[src/rtl/multicore_pkg.sv]
// Shared constants and types for the core.
// This package also holds the write-port arbiter's result type and default sizes.
package multicore_pkg;

  localparam int NUM_REGS   = 32;
  localparam int DATA_SIZE  = 32;
  localparam int REG_ADDR_W = $clog2(NUM_REGS);

  // Default sizing for the long-latency write-port queue.
  localparam int WPORT_FIFO_DEPTH = 2;
  localparam int WPORT_MAX_WAIT   = 4;

  // One completed long-latency result waiting for the register-file port.
  typedef struct packed {
    logic [REG_ADDR_W-1:0] rdest;
    logic [DATA_SIZE-1:0]  data;
  } lu_result_t;

  // One-hot register mask. x0 is never marked because it is never written.
  function automatic logic [NUM_REGS-1:0] reg_onehot(input logic [REG_ADDR_W-1:0] r);
    reg_onehot = '0;
    if (r != '0) reg_onehot[r] = 1'b1;
  endfunction

endpackage

[src/rtl/wport_fifo.sv]
// Small synchronous FIFO for long-latency results.
// Each slot carries its own valid bit, so the owner can OR the per-entry
// destination tags into a pending mask.
module wport_fifo
  import multicore_pkg::*;
#(
  parameter type T       = lu_result_t,
  parameter int  DEPTH   = WPORT_FIFO_DEPTH,
  parameter int  TAG_W   = REG_ADDR_W,
  parameter int  TAG_LSB = DATA_SIZE
) (
  input  logic                        clk,
  input  logic                        rst_n,
  input  logic                        push_i,
  input  T                            push_data_i,
  input  logic                        pop_i,
  output logic                        full_o,
  output logic                        empty_o,
  output T                            head_o,
  output logic [DEPTH-1:0]            valid_o,
  output logic [DEPTH-1:0][TAG_W-1:0] tags_o
);

  localparam int PTR_W = $clog2(DEPTH);

  T     [DEPTH-1:0] mem_q;
  logic [PTR_W-1:0] wr_ptr_q, rd_ptr_q;
  logic [DEPTH-1:0] valid_q, valid_d;
  logic             push_ok, pop_ok;

  // The slot under the write pointer is still occupied when the ring is full.
  // The slot under the read pointer is free when the ring is empty.
  assign full_o  = valid_q[wr_ptr_q];
  assign empty_o = ~valid_q[rd_ptr_q];
  assign push_ok = push_i & ~full_o;
  assign pop_ok  = pop_i & ~empty_o;

  // Next-state slot occupancy.
  always_comb begin
    // NOTE: assign every always_comb output a default first so no path leaves it unassigned and infers a latch.
    valid_d = valid_q;
    if (pop_ok)  valid_d[rd_ptr_q] = 1'b0;
    if (push_ok) valid_d[wr_ptr_q] = 1'b1;
  end

  // Pointers and occupancy. DEPTH is a power of two, so the pointers wrap naturally.
  always_ff @(posedge clk or negedge rst_n) begin
    // NOTE: sequential state uses non-blocking (<=) so every flop samples pre-edge values.
    if (!rst_n) begin
      wr_ptr_q <= '0;
      rd_ptr_q <= '0;
      valid_q  <= '0;
    end else begin
      valid_q <= valid_d;
      if (push_ok) wr_ptr_q <= wr_ptr_q + PTR_W'(1);
      if (pop_ok)  rd_ptr_q <= rd_ptr_q + PTR_W'(1);
    end
  end

  // Entry storage.
  always_ff @(posedge clk) begin
    // NOTE: the payload array has no reset; the valid bits alone decide what is meaningful.
    if (push_ok) mem_q[wr_ptr_q] <= push_data_i;
  end

  assign head_o  = mem_q[rd_ptr_q];
  assign valid_o = valid_q;

  // Expose the destination tag of every slot for the owner's pending mask.
  always_comb begin
    tags_o = '0;
    for (int i = 0; i < DEPTH; i++) tags_o[i] = mem_q[i][TAG_LSB +: TAG_W];
  end

endmodule

[src/rtl/regfile_wport_arbiter.sv]
// Shares the single register-file write port between the in-order pipeline
// writeback and queued long-latency results. The pipeline always wins.
// Queued results drain into idle slots. A starved head raises a bubble request.
module regfile_wport_arbiter
  import multicore_pkg::*;
#(
  parameter int FIFO_DEPTH = WPORT_FIFO_DEPTH,
  parameter int MAX_WAIT   = WPORT_MAX_WAIT
) (
  input  logic                  i_aclk,
  input  logic                  i_areset_n,
  input  logic                  i_wb_regwrite,
  input  logic [REG_ADDR_W-1:0] i_wb_rdest,
  input  logic [DATA_SIZE-1:0]  i_wb_data,
  input  logic                  i_lu_valid,
  output logic                  o_lu_ready,
  input  logic [REG_ADDR_W-1:0] i_lu_rdest,
  input  logic [DATA_SIZE-1:0]  i_lu_data,
  output logic                  o_rf_we,
  output logic [REG_ADDR_W-1:0] o_rf_waddr,
  output logic [DATA_SIZE-1:0]  o_rf_wdata,
  output logic [NUM_REGS-1:0]   o_pending,
  output logic                  o_stall_req
);

  localparam int CNT_W = $clog2(MAX_WAIT + 1);

  logic                                 fifo_full, fifo_empty;
  logic                                 lu_push, lu_pop, slot_busy;
  lu_result_t                           lu_in, fifo_head;
  logic [FIFO_DEPTH-1:0]                fifo_valid;
  logic [FIFO_DEPTH-1:0][REG_ADDR_W-1:0] fifo_tags;

  logic                  rf_we_q, rf_we_d;
  logic [REG_ADDR_W-1:0] rf_waddr_q, rf_waddr_d;
  logic [DATA_SIZE-1:0]  rf_wdata_q, rf_wdata_d;
  logic                  lu_inflight_q, lu_inflight_d;
  logic [CNT_W-1:0]      wait_cnt_q, wait_cnt_d;
  logic                  stall_q, stall_d;

  // A pipeline write to x0 is dropped, so it leaves the slot free for the queue.
  assign slot_busy  = i_wb_regwrite & (i_wb_rdest != '0);
  assign o_lu_ready = ~fifo_full;
  assign lu_push    = i_lu_valid & ~fifo_full;
  assign lu_pop     = ~slot_busy & ~fifo_empty;

  assign lu_in.rdest = i_lu_rdest;
  assign lu_in.data  = i_lu_data;

  wport_fifo #(
    .T       (lu_result_t),
    .DEPTH   (FIFO_DEPTH),
    .TAG_W   (REG_ADDR_W),
    .TAG_LSB (DATA_SIZE)
  ) u_fifo (
    .clk         (i_aclk),
    .rst_n       (i_areset_n),
    .push_i      (lu_push),
    .push_data_i (lu_in),
    .pop_i       (lu_pop),
    .full_o      (fifo_full),
    .empty_o     (fifo_empty),
    .head_o      (fifo_head),
    .valid_o     (fifo_valid),
    .tags_o      (fifo_tags)
  );

  // Grant the port. Address and data hold their last value when nothing is written.
  always_comb begin
    rf_we_d       = 1'b0;
    rf_waddr_d    = rf_waddr_q;
    rf_wdata_d    = rf_wdata_q;
    lu_inflight_d = 1'b0;
    if (slot_busy) begin
      rf_we_d    = 1'b1;
      rf_waddr_d = i_wb_rdest;
      rf_wdata_d = i_wb_data;
    end else if (lu_pop && (fifo_head.rdest != '0)) begin
      rf_we_d       = 1'b1;
      rf_waddr_d    = fifo_head.rdest;
      rf_wdata_d    = fifo_head.data;
      lu_inflight_d = 1'b1;
    end
  end

  // Age of the queue head. The count saturates at MAX_WAIT and restarts on every pop.
  always_comb begin
    wait_cnt_d = wait_cnt_q;
    if (fifo_empty || lu_pop) begin
      wait_cnt_d = '0;
    end else if (wait_cnt_q != CNT_W'(MAX_WAIT)) begin
      wait_cnt_d = wait_cnt_q + CNT_W'(1);
    end
    stall_d = (wait_cnt_d == CNT_W'(MAX_WAIT));
  end

  // Output register, in-flight marker, wait counter and stall request.
  always_ff @(posedge i_aclk or negedge i_areset_n) begin
    if (!i_areset_n) begin
      rf_we_q       <= 1'b0;
      rf_waddr_q    <= '0;
      rf_wdata_q    <= '0;
      lu_inflight_q <= 1'b0;
      wait_cnt_q    <= '0;
      stall_q       <= 1'b0;
    end else begin
      rf_we_q       <= rf_we_d;
      rf_waddr_q    <= rf_waddr_d;
      rf_wdata_q    <= rf_wdata_d;
      lu_inflight_q <= lu_inflight_d;
      wait_cnt_q    <= wait_cnt_d;
      stall_q       <= stall_d;
    end
  end

  // Pending mask: destinations still queued, plus a queued result in the output register.
  // A result pushed on the same edge as a drain keeps its bit set through its own slot.
  always_comb begin
    o_pending = lu_inflight_q ? reg_onehot(rf_waddr_q) : '0;
    for (int i = 0; i < FIFO_DEPTH; i++) begin
      if (fifo_valid[i]) o_pending = o_pending | reg_onehot(fifo_tags[i]);
    end
  end

  assign o_rf_we     = rf_we_q;
  assign o_rf_waddr  = rf_waddr_q;
  assign o_rf_wdata  = rf_wdata_q;
  assign o_stall_req = stall_q;

endmodule

[config.mk]
export PLATFORM = sky130hd
export DESIGN_NAME = regfile_wport_arbiter
export DESIGN_NICKNAME = d
export VERILOG_FILES = /design/src/rtl/multicore_pkg.sv /design/src/rtl/wport_fifo.sv /design/src/rtl/regfile_wport_arbiter.sv
export SDC_FILE = /design/constraint.sdc
export NUM_CORES = 1
export LEC_CHECK = 0
export ABC_AREA = 1
export BUFFER_PORTS_ARGS = -buffer_cell sky130_fd_sc_hd__buf_2
export CAP_MARGIN = 20
export CORE_UTILIZATION = 35
export CTS_BUF_LIST = sky130_fd_sc_hd__clkbuf_16
export DETAILED_ROUTE_END_ITERATION = 8
export PLACE_DENSITY = 0.56
export SYNTH_ARGS = -nofsm -noshare
export SYNTH_HDL_FRONTEND = slang
export SYNTH_HIERARCHICAL = 1
export SYNTH_SLANG_ARGS = --single-unit
[constraint.sdc]
create_clock -name i_aclk -period 2.3 [get_ports i_aclk]
set_input_delay 0.23 -clock i_aclk [delete_from_list [all_inputs] [get_ports i_aclk]]
set_output_delay 0.23 -clock i_aclk [all_outputs]
set_load 0.02 [all_outputs]
Yosys cells after proc, flatten, opt, wreduce, memory -nomap -nowiden
Cells that the tools add are included.
{"block": "classes", "addsub": 3, "order_cmp": 10, "n_eq_ne": 2, "n_mux": 38, "bitwise_logic": 13, "n_reduce_logical": 13}
{"op": "$mux W32", "n": 10}
{"op": "$mux W37", "n": 3}
{"op": "$bwmux W74", "n": 1}
{"op": "$or A32 B32 Y32", "n": 2}
{"op": "$demux W37 S1", "n": 1}
{"op": "$reduce_bool A5 Y1", "n": 5}
{"op": "$lt A5 B6 Y1 const B", "n": 3}
{"op": "$demux W1 S5", "n": 3}
{"op": "$ge A5 B1 Y1 const B", "n": 3}
{"op": "$mux W1", "n": 12}
{"op": "$mux W5", "n": 2}
{"op": "$logic_and A1 B1 Y1", "n": 6}
{"op": "$mux W3", "n": 2}
{"op": "$and A1 B1 Y1", "n": 5}
{"op": "$lt A1 B2 Y1 const B", "n": 2}
{"op": "$mux W2", "n": 2}
{"op": "$add A3 B1 Y3 const B", "n": 1}
{"op": "$eq A3 B3 Y1 const B", "n": 1}
{"op": "$ne A3 B3 Y1 const B", "n": 1}
{"op": "$not A1 Y1", "n": 3}
{"op": "$add A1 B1 Y1 const B", "n": 2}
{"op": "$and A2 B2 Y2", "n": 1}
{"op": "$demux W1 S1", "n": 2}
{"op": "$ge A1 B1 Y1 const B", "n": 2}
{"op": "4 further kinds", "n": 4}
{"block": "word_totals", "regBits": 121, "in_bits": 78, "out_inout_bits": 72}

Longest topological paths before layout
{"block": "depth", "ltp_word": 10, "depth_mapped": 13}

Modules after synthesis
The synthesis kept the hierarchy.
{"mod": "regfile_wport_arbiter", "n_inst": 1, "cells_each": 509, "area_each_um2": 3240.6, "seq_area_each_um2": 1076.0}
{"mod": "wport_fifo", "n_inst": 1, "cells_each": 232, "area_each_um2": 3035.4, "seq_area_each_um2": 2322.2}

Worst setup path after synthesis
OpenSTA, ideal clock, no wires.
{"block": "synth_timing", "path_kind": "reg-to-reg", "from": "register u_fifo.valid_q[1] (netlist: u_fifo/valid_o[1])", "to": "register u_fifo/mem_q[0] in the netlist's numbering, enable pin", "setup_ns": 0.392, "t_arrival_ns": 1.667, "t_required_ns": 1.908, "slack_ns": 0.241, "stages_incl_launch_ff": 6, "path_buffers": 0, "synth_period_minus_slack_ns": 2.059, "cell_sequence": "dfrtp_1 > nor2_1 > a21oi_1 > nor2_1 > nand3_1 > inv_1"}
{"block": "synth_via", "elab_chain_cells": 5}
{"item": "from (decl)", "line_no": "wport_fifo.sv:28", "rtl": "logic [DEPTH-1:0] valid_q, valid_d;"}
{"item": "from (signal assigned)", "line_no": "wport_fifo.sv:54", "rtl": "valid_q <= valid_d;"}
{"item": "$mux W1 (implied by the code) (2 in a row)", "line_no": "wport_fifo.sv:33", "rtl": "assign full_o = valid_q[wr_ptr_q];"}
{"item": "via fifo_full", "line_no": "regfile_wport_arbiter.sv:28", "rtl": "logic fifo_full, fifo_empty;"}
{"item": "$not A1 Y1", "line_no": "regfile_wport_arbiter.sv:44", "rtl": "assign lu_push = i_lu_valid & ~fifo_full;"}
{"item": "$and A1 B1 Y1", "line_no": "regfile_wport_arbiter.sv:44"}
{"item": "via lu_push", "line_no": "regfile_wport_arbiter.sv:29", "rtl": "logic lu_push, lu_pop, slot_busy;"}
{"item": "$and A1 B1 Y1", "line_no": "wport_fifo.sv:35", "rtl": "assign push_ok = push_i & ~full_o;"}
{"item": "to (signal, indexed assignment)", "line_no": "wport_fifo.sv:63", "rtl": "if (push_ok) mem_q[wr_ptr_q] <= push_data_i;"}
{"item": "to (decl)", "line_no": "wport_fifo.sv:26", "rtl": "T [DEPTH-1:0] mem_q;"}
The timed path passes the listed nets, and every way through them passes these cells. The select of a mux whose other input is x is not followed.
A chain may end at the register's enable or synchronous reset.

Worst setup path in the final report
{"block": "layout_timing", "from": "register u_fifo.mem_q, in the netlist u_fifo/tags_o[4]", "to": "output port o_pending[4]"}
{"block": "layout_via", "elab_chain_cells": 10, "word_cells_on_any_way": 12, "classes_between": "order compare (2); mux (6); bitwise (2); reduce/logical (2)"}
{"item": "$lt A5 B6 Y1 (implied by the code) or $ge A5 B1 Y1 (tied branches)", "line_no": "multicore_pkg.sv:22", "rtl": "if (r != '0) reg_onehot[r] = 1'b1;"}
{"item": "$logic_and A1 B1 Y1 (implied by the code)", "line_no": "multicore_pkg.sv:22"}
{"item": "$mux W1 (implied by the code)", "line_no": "multicore_pkg.sv:22"}
{"item": "$demux W1 S5", "line_no": "multicore_pkg.sv:22"}
{"item": "$mux W32 *", "line_no": "multicore_pkg.sv:22"}
{"item": "$mux W32 *", "line_no": "regfile_wport_arbiter.sv:121", "rtl": "if (fifo_valid[i]) o_pending = o_pending | reg_onehot(fifo_tags[i]);"}
{"item": "$or A32 B32 Y32 *", "line_no": "regfile_wport_arbiter.sv:121"}
{"item": "$mux W32 *", "line_no": "regfile_wport_arbiter.sv:121"}
{"item": "$or A32 B32 Y32", "line_no": "regfile_wport_arbiter.sv:121"}
{"item": "$mux W32 *", "line_no": "regfile_wport_arbiter.sv:121"}
{"item": "to (decl)", "line_no": "regfile_wport_arbiter.sv:22", "rtl": "output logic [NUM_REGS-1:0] o_pending,"}
Mark *: on every way between the ends. The rest lies on a longest branch, timed or not. The select of a mux whose other input is x is not followed.

==> summary.txt <==
Run status
  • Status: finished clean

STA
  • Tmin final: 2176 ps
  • Final setup violating endpoints: 0
  • Setup Skew: 9.155 ps
  • Fin crit share: 94.63%
  • Setup TNS: 0 ps
  • Max-slew violations: 0
  • Hold_ws: 19.95 ps
  • Tightest Pin Transition: 635.2 ps
  • Final Hold Viols: 0
  • Final WS setup: 123.6 ps
  • RSZ-0062 raised after global routing: false
  • Relative slew slack: 57.65%
  • Fmax: 459.5 MHz

Worst setup path
  • Most used cell, CP: nand3_1
  • Critical Setup Path Class: reg2out
  • CP max stage delay: 550 ps
  • Largest delay share family, worst path: simple AND/OR/NAND/NOR gates
  • RR Endpoint: u_fifo/mem_q[0]
  • CP Capture Type: output port
  • WP buf/inv: 1
  • Worst path slowest cell: edfxtp_1
  • Crit path cell chain: nor3_1, nand3_1, nand3_1, buf_2
  • Crit Reg-Reg Startpoint: u_fifo/valid_o[1]
  • Worst-path fanout max: 8
  • Reg2Reg Depth: 6
  • Crit path DAT: 1950 ps
  • Data required, critical path: 2070 ps
  • R2R Setup Slk: 440 ps
  • Nature of the critical path startpoint: register

Clock tree
  • Skew-Pair Late Insertion Delay: 420 ps
  • Reg clk slew, reported paths: 60 ps
  • H-tree Lvls: 4
  • Total CTS buffers: 17
  • Root Driver: clkbuf_16
  • CTS max path bufs: 2
  • CTS tree: built
  • # clock sinks: 121

Power
  • Int Pwr: 0.005686 W
  • Switching part of the total: 40.50%
  • Final Total Pwr: 0.009557 W
  • Peak supply drop: 0.7078 mV
  • P_leak: 4.049 nW
  • Clock power share: 28.2%
  • NetSw: 0.003871 W
  • PD cells: 1179 nW/µm²
  • Reg power frac: 35.1%
  • Gate power share: 36.7%

Placement
  • Area post-placement: 7176 µm²
  • Final HPWL DP: 12,390 µm
  • Gpl congestion: 0.8946
  • DP Worst Slack: 437.3 ps
  • Port-buffer cells: 148

Drt
  • DR DRC count: 0
  • Drt total wl: 17,280 µm
  • Routed WL per cell: 14.93 µm
  • Routed vias: 5,438
  • Via density: 4.700
  • First-pass detailed-route iteration total: 5
  • Post-DRT Antenna Nets: 0
  • Iter 0 DRT Violations: 359

Cells and area
  • Commonest non-fill, non-tap cells in the layout: nand2_1 (353), buf_2 (148), nand3_1 (76)
  • Multi-input logic area: 2352 µm²
  • Nets: 996
  • Commonest non-fill, non-tap cell in the layout: nand2_1
  • Finished layout cell area: 8109 µm²
  • Area Growth Syn to Fin: 29.21%
  • Share of cells above drive strength 1: 23.36%
  • # fillers: 1,725
  • FF/Latch Area: 3398 µm²

GRT
  • GR Overflow Total: 0
  • Initial antenna violation count: 3
  • Largest net degree at the start of global routing: 48
  • Gr usage total: 19.50%
  • Vias in the first global route: 5,009
  • Global-route wire length before repair: 26,790 µm

Floorplan
  • Core box area: 17,420 µm²
  • Die X: 135.9 µm
  • Die Y: 135.9 µm
  • DIE AREA: 18,470 µm²
  • # IOs: 150
  • Std-Cell Rows: 48
  • Starting Density: 36.03%

Synth
  • YS warnings: 6
  • Distinct cells, synth: 29
  • FF+latch count, synth: 121
  • Syn avg cell area: 8.470 µm²
  • Syn Nets: 821
  • Seq/Total Area, Yosys: 54.15%
  • Mapped cell area: 6276 µm²
  • Cells after Synth: 741

Min path
  • Worst Hold End: u_fifo/mem_q[17]
  • Hold Path Depth: 1
  • Critical hold path startpoint: i_lu_data[17]
  • Min-Delay Path Class: in2reg

Flow run
  • Max-cap violations: 0
[synthesized netlist by cell type, drive strengths merged]
cell	count	area (µm²)
a21oi	1	5.000
buf	38	310.3
clkbuf	9	33.78
conb	1	3.750
dfrtp	47	1176
edfxtp	74	2222
ha	2	25.02
inv	50	195.2
nand2	355	1343
nand3	78	407.9
nand4	1	6.260
nor2	12	52.55
nor3	23	115.1
o211ai	37	277.8
o21ai	5	32.53
o221ai	6	52.55
xor2	2	17.52
[worst reg2reg max path, stage by stage, from the launching register on]
cell and delay (ps):
dfrtp_1 460, nor2_1 160, a21oi_1 70, nor2_1 180, nand3_1 140, inv_1 300
buf_4 260
[cell type report]
class,instances,share of cell area (%)
tap,225,3.472
clock inverter,15,2.222
inverter,50,2.407
multi-input combinational,523,29.01
sequential,121,41.91
clock buffer,17,5.246
antenna,3,0.09258
timing repair buffer,203,15.65
[registers in the layout (all words and copies together), names as in the netlist, 2 cells and up]
name / count
u_fifo/valid_o: 2
u_fifo/mem_q: 64
u_fifo/tags_o: 10
o_rf_waddr: 5
wait_cnt_q: 3
o_rf_wdata: 32
[stage by stage]
stage               util (%)  instances
finish                 46.56       1157
global route           46.56       1157
CTS                    46.40       1153
detailed placement     41.20       1091
global placement       41.20       1091
floorplan                  -        741
[cell families after synthesis]
family / count (synthesis) / share of synthesized area, %
AND/OR/NAND/NOR: 469 / 30.66
flip-flops: 121 / 54.15
buffers and inverters: 97 / 8.592
AO/OA/AOI/OAI: 49 / 5.861
XOR/XNOR: 2 / 0.2792
adder cells (fa/ha/maj): 2 / 0.3987
other: 1 / 0.05975
[per-layer routing]
metal	GRT usage [%]	up-vias	share of wire, %
met3	4.474	29	5.9
met4	9.630	0	2.8
li1	-	2784	-
met5	0	-	0
met2	26.45	182	43
met1	28.76	2443	48
[timing repair]
action | in CTS | in global routing
hold buffers | 30 | 1
setup buffers | 0 | 0
endpoints found under the hold margin | 103 | 2
resized for setup | 0 | 2
setup endpoints to repair | 0 | 2
[power groups by stage]
| stage | Sequential [W] | Combinational, W | Clock, W |
|---|---|---|---|
| global route | 0.00344 | 0.00395 | 0.00283 |
| finish | 0.00336 | 0.00351 | 0.00269 |
| global placement | 0.00340 | 0.00347 | 0 |
| floorplan | 0.00368 | 0.00212 | 0 |
| CTS | 0.00336 | 0.00353 | 0.00274 |
| detailed placement | 0.00341 | 0.00348 | 0 |
[worst max path at each step]
stage | startpoint | end | slack [ps] | depth (start not counted)
2_1_floorplan | u_fifo/valid_o[1] | u_fifo/mem_q[0] | 240 | 5
3_3_place_gp | u_fifo/valid_o[1] | u_fifo/mem_q[13] | 470 | 6
3_5_place_dp | u_fifo/valid_o[1] | u_fifo/mem_q[13] | 440 | 6
4_1_cts | o_rf_waddr[4] | o_pending[28] | 130 | 5
5_1_grt | u_fifo/tags_o[2] | o_pending[4] | 10 | 5
6_report | u_fifo/tags_o[4] | o_pending[4] | 120 | 4
Note: power is estimated with default switching activity, not from simulation.
